--- config.mk ---
export PLATFORM = sky130hd
export DESIGN_NAME = sram_arbiter_rr
export DESIGN_NICKNAME = d
export VERILOG_FILES = /design/src/rtl/sram_arbiter_rr.sv
export SDC_FILE = /design/constraint.sdc
export NUM_CORES = 1
export LEC_CHECK = 0
export BUFFER_PORTS_ARGS = -buffer_cell sky130_fd_sc_hd__buf_2
export CORE_ASPECT_RATIO = 1.75
export CORE_MARGIN = 2
export CORE_UTILIZATION = 47
export DETAILED_ROUTE_END_ITERATION = 8
export MAX_ROUTING_LAYER = met4
export PLACE_DENSITY_LB_ADDON = 0.05
export RECOVER_POWER = 100
export SYNTH_ARGS = -nofsm -noshare
export SYNTH_HDL_FRONTEND = slang
export SYNTH_SLANG_ARGS = --single-unit
--- constraint.sdc ---
create_clock -name sram_clock -period 20.2 [get_ports sram_clock]
set_clock_uncertainty 0.2 [all_clocks]
set_input_delay 2.02 -clock sram_clock [delete_from_list [all_inputs] [get_ports sram_clock]]
set_output_delay 2.02 -clock sram_clock [all_outputs]
set_load 0.005 [all_outputs]
--- src/rtl/sram_arbiter_rr.sv ---
// Round-robin SRAM command arbiter for NUM_PORTS read/write channels.
// Reads are tagged in issue order and returned through per-port credit-limited response FIFOs.
module sram_arbiter_rr #(
  parameter int unsigned NUM_PORTS  = 4,
  parameter int unsigned ADDR_WIDTH = 18,
  parameter int unsigned DATA_WIDTH = 32,
  parameter int unsigned MASK_WIDTH = 4,
  parameter int unsigned RESP_DEPTH = 4,
  parameter int unsigned TAG_DEPTH  = 8
) (
  input  logic                             sram_clock,
  input  logic                             reset,
  input  logic [NUM_PORTS-1:0]             req_valid,
  output logic [NUM_PORTS-1:0]             req_ready,
  input  logic [NUM_PORTS-1:0]             req_write,
  input  logic [NUM_PORTS*ADDR_WIDTH-1:0]  req_addr,
  input  logic [NUM_PORTS*DATA_WIDTH-1:0]  req_data,
  input  logic [NUM_PORTS*MASK_WIDTH-1:0]  req_mask,
  output logic [NUM_PORTS-1:0]             resp_valid,
  input  logic [NUM_PORTS-1:0]             resp_ready,
  output logic [NUM_PORTS*DATA_WIDTH-1:0]  resp_data,
  output logic                             sram_addr_valid,
  input  logic                             sram_ready,
  output logic [ADDR_WIDTH-1:0]            sram_addr,
  output logic [DATA_WIDTH-1:0]            sram_data_in,
  output logic [MASK_WIDTH-1:0]            sram_write_mask,
  input  logic [DATA_WIDTH-1:0]            sram_data_out,
  input  logic                             sram_data_out_valid,
  output logic                             orphan_err
);

  localparam int unsigned PW  = (NUM_PORTS > 1) ? $clog2(NUM_PORTS) : 1;
  localparam int unsigned CW  = $clog2(RESP_DEPTH) + 1;
  localparam int unsigned RAW = $clog2(RESP_DEPTH);
  localparam int unsigned TAW = $clog2(TAG_DEPTH);
  localparam int unsigned TCW = TAW + 1;

  logic [PW-1:0]         ptr_q, ptr_d;
  logic                  cmd_valid_q, cmd_valid_d;
  logic [ADDR_WIDTH-1:0] cmd_addr_q, cmd_addr_d;
  logic [DATA_WIDTH-1:0] cmd_data_q, cmd_data_d;
  logic [MASK_WIDTH-1:0] cmd_mask_q, cmd_mask_d;
  logic                  orphan_q, orphan_d;

  logic [PW-1:0]         tag_mem_q [TAG_DEPTH];
  logic [PW-1:0]         tag_mem_d [TAG_DEPTH];
  logic [TAW-1:0]        tag_wr_q, tag_wr_d, tag_rd_q, tag_rd_d;
  logic [TCW-1:0]        tag_cnt_q, tag_cnt_d;

  logic [CW-1:0]         credit_q [NUM_PORTS];
  logic [CW-1:0]         credit_d [NUM_PORTS];
  logic [DATA_WIDTH-1:0] rmem_q [NUM_PORTS][RESP_DEPTH];
  logic [DATA_WIDTH-1:0] rmem_d [NUM_PORTS][RESP_DEPTH];
  logic [RAW-1:0]        rwr_q [NUM_PORTS];
  logic [RAW-1:0]        rwr_d [NUM_PORTS];
  logic [RAW-1:0]        rrd_q [NUM_PORTS];
  logic [RAW-1:0]        rrd_d [NUM_PORTS];
  logic [CW-1:0]         rcnt_q [NUM_PORTS];
  logic [CW-1:0]         rcnt_d [NUM_PORTS];

  logic [NUM_PORTS-1:0]  elig;
  logic [NUM_PORTS-1:0]  resp_pop;
  logic                  slot_free;
  logic                  tag_full;
  logic                  tag_pop;
  logic [PW-1:0]         tag_head;
  logic                  gnt_found;
  logic [PW-1:0]         gnt_idx;
  logic [PW-1:0]         cand;
  logic                  gnt_read;

  // Eligibility uses the pre-pop tag count so a full queue never takes a new read.
  always_comb begin
    elig      = '0;
    tag_full  = (tag_cnt_q == TCW'(TAG_DEPTH));
    slot_free = !cmd_valid_q || sram_ready;
    for (int p = 0; p < NUM_PORTS; p++) begin
      elig[p] = req_valid[p] &&
                (req_write[p] || ((credit_q[p] < CW'(RESP_DEPTH)) && !tag_full));
    end
  end

  // Search from ptr+1 upward, wrapping, for the first eligible port.
  always_comb begin
    gnt_found = 1'b0;
    gnt_idx   = ptr_q;
    cand      = '0;
    for (int unsigned k = 1; k <= NUM_PORTS; k++) begin
      cand = PW'((32'(ptr_q) + k) % NUM_PORTS);
      if (!gnt_found && elig[cand]) begin
        gnt_found = 1'b1;
        gnt_idx   = cand;
      end
    end
    if (reset || !slot_free) begin
      gnt_found = 1'b0;
    end
  end

  always_comb begin
    req_ready = '0;
    if (gnt_found) begin
      req_ready[gnt_idx] = 1'b1;
    end
    gnt_read = gnt_found && !req_write[gnt_idx];
  end

  always_comb begin
    ptr_d       = ptr_q;
    cmd_valid_d = cmd_valid_q;
    cmd_addr_d  = cmd_addr_q;
    cmd_data_d  = cmd_data_q;
    cmd_mask_d  = cmd_mask_q;
    orphan_d    = orphan_q;
    tag_mem_d   = tag_mem_q;
    tag_wr_d    = tag_wr_q;
    tag_rd_d    = tag_rd_q;
    credit_d    = credit_q;
    rmem_d      = rmem_q;
    rwr_d       = rwr_q;
    rrd_d       = rrd_q;
    rcnt_d      = rcnt_q;
    resp_pop    = '0;
    tag_head    = tag_mem_q[tag_rd_q];
    tag_pop     = sram_data_out_valid && (tag_cnt_q != '0);

    if (gnt_found) begin
      ptr_d       = gnt_idx;
      cmd_valid_d = 1'b1;
      cmd_addr_d  = req_addr[gnt_idx*ADDR_WIDTH +: ADDR_WIDTH];
      cmd_data_d  = req_write[gnt_idx] ? req_data[gnt_idx*DATA_WIDTH +: DATA_WIDTH] : '0;
      cmd_mask_d  = req_write[gnt_idx] ? req_mask[gnt_idx*MASK_WIDTH +: MASK_WIDTH] : '0;
    end else if (sram_ready) begin
      cmd_valid_d = 1'b0;
    end

    if (gnt_read) begin
      tag_mem_d[tag_wr_q] = gnt_idx;
      tag_wr_d            = tag_wr_q + TAW'(1);
    end

    // Returns are steered to the port at the head of the in-order tag queue.
    if (tag_pop) begin
      rmem_d[tag_head][rwr_q[tag_head]] = sram_data_out;
      rwr_d[tag_head]                   = rwr_q[tag_head] + RAW'(1);
      tag_rd_d                          = tag_rd_q + TAW'(1);
    end
    if (sram_data_out_valid && (tag_cnt_q == '0)) begin
      orphan_d = 1'b1;
    end
    tag_cnt_d = tag_cnt_q + TCW'(gnt_read) - TCW'(tag_pop);

    for (int p = 0; p < NUM_PORTS; p++) begin
      resp_pop[p] = (rcnt_q[p] != '0) && resp_ready[p];
      if (resp_pop[p]) begin
        rrd_d[p] = rrd_q[p] + RAW'(1);
      end
      credit_d[p] = credit_q[p] + CW'(gnt_read && (gnt_idx == PW'(p))) - CW'(resp_pop[p]);
      rcnt_d[p]   = rcnt_q[p] + CW'(tag_pop && (tag_head == PW'(p))) - CW'(resp_pop[p]);
    end
  end

  always_ff @(posedge sram_clock or posedge reset) begin
    if (reset) begin
      ptr_q       <= PW'(NUM_PORTS - 1);
      cmd_valid_q <= 1'b0;
      cmd_addr_q  <= '0;
      cmd_data_q  <= '0;
      cmd_mask_q  <= '0;
      orphan_q    <= 1'b0;
      tag_wr_q    <= '0;
      tag_rd_q    <= '0;
      tag_cnt_q   <= '0;
      for (int i = 0; i < TAG_DEPTH; i++) begin
        tag_mem_q[i] <= '0;
      end
      for (int p = 0; p < NUM_PORTS; p++) begin
        credit_q[p] <= '0;
        rwr_q[p]    <= '0;
        rrd_q[p]    <= '0;
        rcnt_q[p]   <= '0;
        for (int j = 0; j < RESP_DEPTH; j++) begin
          rmem_q[p][j] <= '0;
        end
      end
    end else begin
      ptr_q       <= ptr_d;
      cmd_valid_q <= cmd_valid_d;
      cmd_addr_q  <= cmd_addr_d;
      cmd_data_q  <= cmd_data_d;
      cmd_mask_q  <= cmd_mask_d;
      orphan_q    <= orphan_d;
      tag_wr_q    <= tag_wr_d;
      tag_rd_q    <= tag_rd_d;
      tag_cnt_q   <= tag_cnt_d;
      tag_mem_q   <= tag_mem_d;
      credit_q    <= credit_d;
      rwr_q       <= rwr_d;
      rrd_q       <= rrd_d;
      rcnt_q      <= rcnt_d;
      rmem_q      <= rmem_d;
    end
  end

  // First-word-fall-through view of each response FIFO.
  always_comb begin
    resp_valid = '0;
    resp_data  = '0;
    for (int p = 0; p < NUM_PORTS; p++) begin
      resp_valid[p]                      = (rcnt_q[p] != '0);
      resp_data[p*DATA_WIDTH +: DATA_WIDTH] = rmem_q[p][rrd_q[p]];
    end
  end

  assign sram_addr_valid = cmd_valid_q;
  assign sram_addr       = cmd_addr_q;
  assign sram_data_in    = cmd_data_q;
  assign sram_write_mask = cmd_mask_q;
  assign orphan_err      = orphan_q;

endmodule
==> run_summary.xml <==
<?xml version="1.0" encoding="UTF-8"?>
<metrics>
  <group name="placement">
    <metric name="place_ws" unit="ns">13.35</metric>
    <metric name="place.detailed.hpwl" unit="um">55700</metric>
    <metric name="post_dp_cell_area" unit="sq mm">0.0323</metric>
    <metric name="post-place-cells" unit="">3155</metric>
    <metric name="port-buffer-count" unit="">455</metric>
    <metric name="gp_routability_congestion" unit="">0.877</metric>
  </group>
  <group name="setup_path">
    <metric name="timing_worst_setup_path_type" unit="">input pin to primary output</metric>
    <metric name="startpoint_type" unit="">input pin</metric>
    <metric name="arrival" unit="ns">8.53</metric>
    <metric name="worst_setup_path_end_kind" unit="">primary output</metric>
    <metric name="cp_max_fo" unit="">106</metric>
    <metric name="required" unit="ns">17.98</metric>
    <metric name="worst_r2r_src" unit="">tag_rd_q[0]</metric>
    <metric name="crit_path_start" unit="">reset</metric>
  </group>
  <group name="timing">
    <metric name="period_share" unit="%">53.2</metric>
    <metric name="maxSlewViolCount" unit="">946</metric>
    <metric name="finalSetupTns" unit="ns">0</metric>
    <metric name="timing.slew.headroom" unit="%">-216</metric>
    <metric name="setup-violations-final" unit="">0</metric>
    <metric name="hold_ws" unit="ns">0.277</metric>
    <metric name="grt_setup_unrepaired" unit="">no</metric>
    <metric name="max_slew.worst_pin.slew" unit="ns">4.74</metric>
    <metric name="timing.final.crit_period" unit="ns">10.75</metric>
    <metric name="hold_viol_final" unit="">0</metric>
    <metric name="max_clock_freq" unit="MHz">93.0</metric>
    <metric name="setup_ws" unit="ns">9.45</metric>
  </group>
  <group name="clock_network">
    <metric name="clkLatencyLatePin" unit="ns">0.61</metric>
    <metric name="cts-root-to-sink-buffers" unit="">3</metric>
    <metric name="postCtsSetupRepairBufs" unit="">0</metric>
    <metric name="clock-sinks" unit="">636</metric>
    <metric name="clock-root-buffer" unit="">sky130_fd_sc_hd__clkbuf_16</metric>
    <metric name="cts_buffers" unit="">58</metric>
    <metric name="cts_tree" unit="">built</metric>
    <metric name="cts.htree.levels" unit="">2</metric>
    <metric name="cts.hold.buffers_added" unit="">0</metric>
    <metric name="cts.reportedPaths.clkPinSlew" unit="ns">0.06</metric>
    <metric name="cts.repair.resized" unit="">0</metric>
  </group>
  <group name="global_routing">
    <metric name="global_route_wire_length_before_repair" unit="um">122000</metric>
    <metric name="grt.overflow.total" unit="">0</metric>
    <metric name="number_of_global_route_vias_before_repair" unit="">19941</metric>
    <metric name="initial_antenna_violation_count" unit="">5</metric>
    <metric name="maximum_number_of_pins_on_one_net_before_global_route_repair" unit="">107</metric>
    <metric name="overall_track_demand_over_capacity_in_global_routing" unit="%">25.5</metric>
  </group>
  <group name="run_status">
    <metric name="violations" unit="">capacitance limit, slew limit</metric>
    <metric name="outcome" unit="">finished, violations left</metric>
  </group>
  <group name="power_and_ir_drop">
    <metric name="pwr_per_cell_area" unit="mW/mm^2">174</metric>
    <metric name="vdd_ir_drop_max" unit="uV">175</metric>
    <metric name="leakage_power_figure" unit="uW">0.0159</metric>
  </group>
  <group name="drt">
    <metric name="drt_first_iter_violations" unit="">594</metric>
    <metric name="remaining_drc_errors" unit="">0</metric>
    <metric name="vias_per_cell" unit="">5.59</metric>
    <metric name="detail_route.wirelength" unit="um">80100</metric>
    <metric name="detail_route.first_pass.iterations" unit="">5</metric>
    <metric name="drt_antenna_net_count" unit="">0</metric>
    <metric name="drt-wirelength-per-cell" unit="um">24.5</metric>
    <metric name="via_count" unit="">18240</metric>
  </group>
  <group name="yosys">
    <metric name="synth_edf_count" unit="">0</metric>
    <metric name="mappedNetlistNets" unit="">2330</metric>
    <metric name="dominant_cell_type_by_area_after_synthesis" unit="">sky130_fd_sc_hd__dfrtp_1</metric>
    <metric name="synth.avg_cell_area" unit="sq um">14.6</metric>
    <metric name="synth-async-reset-ratio" unit="%">100</metric>
    <metric name="synth.ff_latch_count" unit="">636</metric>
    <metric name="synth.top_cell.area_share" unit="%">53.7</metric>
    <metric name="ys_warn_count" unit="">0</metric>
    <metric name="yosys.cell_types.count" unit="">57</metric>
    <metric name="netlist_instances" unit="">2029</metric>
    <metric name="synth-seq-area-share" unit="%">53.9</metric>
    <metric name="syn_area" unit="sq mm">0.0295</metric>
    <metric name="netlist_top_cells_area" unit="">sky130_fd_sc_hd__dfrtp_1 54%, sky130_fd_sc_hd__mux2_2 20%, sky130_fd_sc_hd__mux4_2 10%</metric>
    <metric name="synthFlopType" unit="">sky130_fd_sc_hd__dfrtp_1</metric>
  </group>
  <group name="final_layout">
    <metric name="regArea" unit="sq mm">0.0159</metric>
    <metric name="final_layout_size_suffix_gt1_share" unit="%">44.2</metric>
    <metric name="num-fill-cells" unit="">5306</metric>
    <metric name="layout_common_cells" unit="">631 x sky130_fd_sc_hd__dfrtp_1, 521 x sky130_fd_sc_hd__mux2_2, 302 x sky130_fd_sc_hd__buf_2</metric>
    <metric name="multi_input_comb_area" unit="sq mm">0.0126</metric>
    <metric name="final_common_cell" unit="">sky130_fd_sc_hd__dfrtp_1</metric>
    <metric name="area_growth" unit="%">15.3</metric>
    <metric name="finalNonFillerCells" unit="">3265</metric>
    <metric name="nNetsFinal" unit="">2717</metric>
    <metric name="final_design_area_no_fill" unit="sq mm">0.0340</metric>
  </group>
  <group name="floorplanning">
    <metric name="floorplan.initialDensity" unit="%">47.4</metric>
    <metric name="fp.dieW" unit="um">193</metric>
    <metric name="core_area" unit="sq mm">0.0622</metric>
    <metric name="die_height" unit="um">336</metric>
    <metric name="placement_rows" unit="">121</metric>
    <metric name="pin_count" unit="">456</metric>
    <metric name="dieArea" unit="sq mm">0.0649</metric>
  </group>
  <group name="job">
    <metric name="maxCapViolations" unit="">24</metric>
  </group>
  <group name="worst_hold_path">
    <metric name="hold_path.class" unit="">flip-flop to flip-flop</metric>
    <metric name="timing.hold.worst.start" unit="">rcnt_q[5]</metric>
  </group>
</metrics>
## path summary, 6_finish.rpt
kind	to	slack (ns)	cells past startpoint
max reg2reg	rmem_q[29]	14.75	9
max in group asynchronous	rmem_q[135]	9.74	6
min in group asynchronous	sram_addr[4]	2.58	2
min reg2reg	rcnt_q[5]	0.28	1
min	rcnt_q[5]	0.28	1
max	req_ready[2]	9.45	7
## final cells by class
class / instances / area share [%]
flip-flops and latches: 636 / 46.8
repair buffers: 487 / 6.65
clock inverters: 18 / 0.724
inverters: 45 / 0.500
clock buffers: 86 / 5.22
diodes: 6 / 0.0441
multi-input cells: 1188 / 37.1
well taps: 799 / 2.94
## cells by family (layout without fill, tap and decap cells)
| kind of cell | Yosys count | count (layout) | synth area share (%) |
|---|---|---|---|
| multiplexers | 754 | 754 | 33.5 |
| flip-flops | 636 | 636 | 53.9 |
| AND/OR/NAND/NOR | 261 | 261 | 4.17 |
| buffers and inverters | 205 | 636 | 3.10 |
| AO/OA/AOI/OAI | 106 | 106 | 2.65 |
| adder cells (fa/ha/maj) | 37 | 37 | 1.80 |
| XOR/XNOR | 30 | 30 | 0.890 |
| other | 0 | 6 | 0 |
## metrics by stage
stage / util (%) / power [uW]
floorplan: - / 3970
global placement: 51.9 / 4760
detailed placement: 51.9 / 4860
CTS: 55.2 / 6040
global route: 54.7 / 6290
finish: 54.7 / 5920
## state kept, by name (all words and copies together) (netlist names)
register	cells
ptr_q	2
rwr_q	8
rcnt_q	12
sram_write_mask	4
sram_data_in	32
sram_addr	18
sram_addr_valid	1
rmem_q	512
tag_wr_q	3
tag_cnt_q	4
tag_mem_q	16
credit_q	12
rrd_q	8
tag_rd_q	3
orphan_err	1
## Yosys cell counts (7+ instances only)
cell / n
sky130_fd_sc_hd__buf_2: 39
sky130_fd_sc_hd__buf_6: 9
sky130_fd_sc_hd__nor2_1: 16
sky130_fd_sc_hd__a221o_1: 36
sky130_fd_sc_hd__nor3_1: 37
sky130_fd_sc_hd__buf_1: 39
sky130_fd_sc_hd__mux4_2: 132
sky130_fd_sc_hd__mux2_2: 522
sky130_fd_sc_hd__mux2i_1: 77
sky130_fd_sc_hd__o21ai_0: 18
sky130_fd_sc_hd__o21ai_1: 19
sky130_fd_sc_hd__xnor2_1: 24
sky130_fd_sc_hd__a21oi_1: 14
sky130_fd_sc_hd__and2_1: 7
sky130_fd_sc_hd__dfrtp_1: 634
sky130_fd_sc_hd__ha_1: 28
sky130_fd_sc_hd__fa_1: 9
sky130_fd_sc_hd__clkbuf_1: 67
sky130_fd_sc_hd__mux2_1: 22
sky130_fd_sc_hd__nand2_1: 155
sky130_fd_sc_hd__inv_1: 45
## critical path, cell delays in order
cell and delay (ns):
sky130_fd_sc_hd__buf_2 0.08, sky130_fd_sc_hd__clkinvlp_2 3.38, sky130_fd_sc_hd__o41a_1 1.19, sky130_fd_sc_hd__and2_0 0.40
sky130_fd_sc_hd__nand2_1 1.13, sky130_fd_sc_hd__nor2_1 0.10, sky130_fd_sc_hd__clkbuf_1 0.17
## per-layer routing
metal	global-route usage [%]	vias to the layer above	share of wire (%)
li1	-	8126	-
met1	27.8	9507	37
met2	47.5	500	56
met3	4.01	107	4.6
met4	7.71	0	3.0
met5	-	-	0
## power breakdown
part	switching (uW)	leakage [uW]	internal, uW
Combinational	1180	0.00688	1350
Sequential	352	0.00799	1860
Clock	485	0.00101	682
Total	2020	0.0159	3890
No activity file was read; power rests on OpenSTA's default activity.
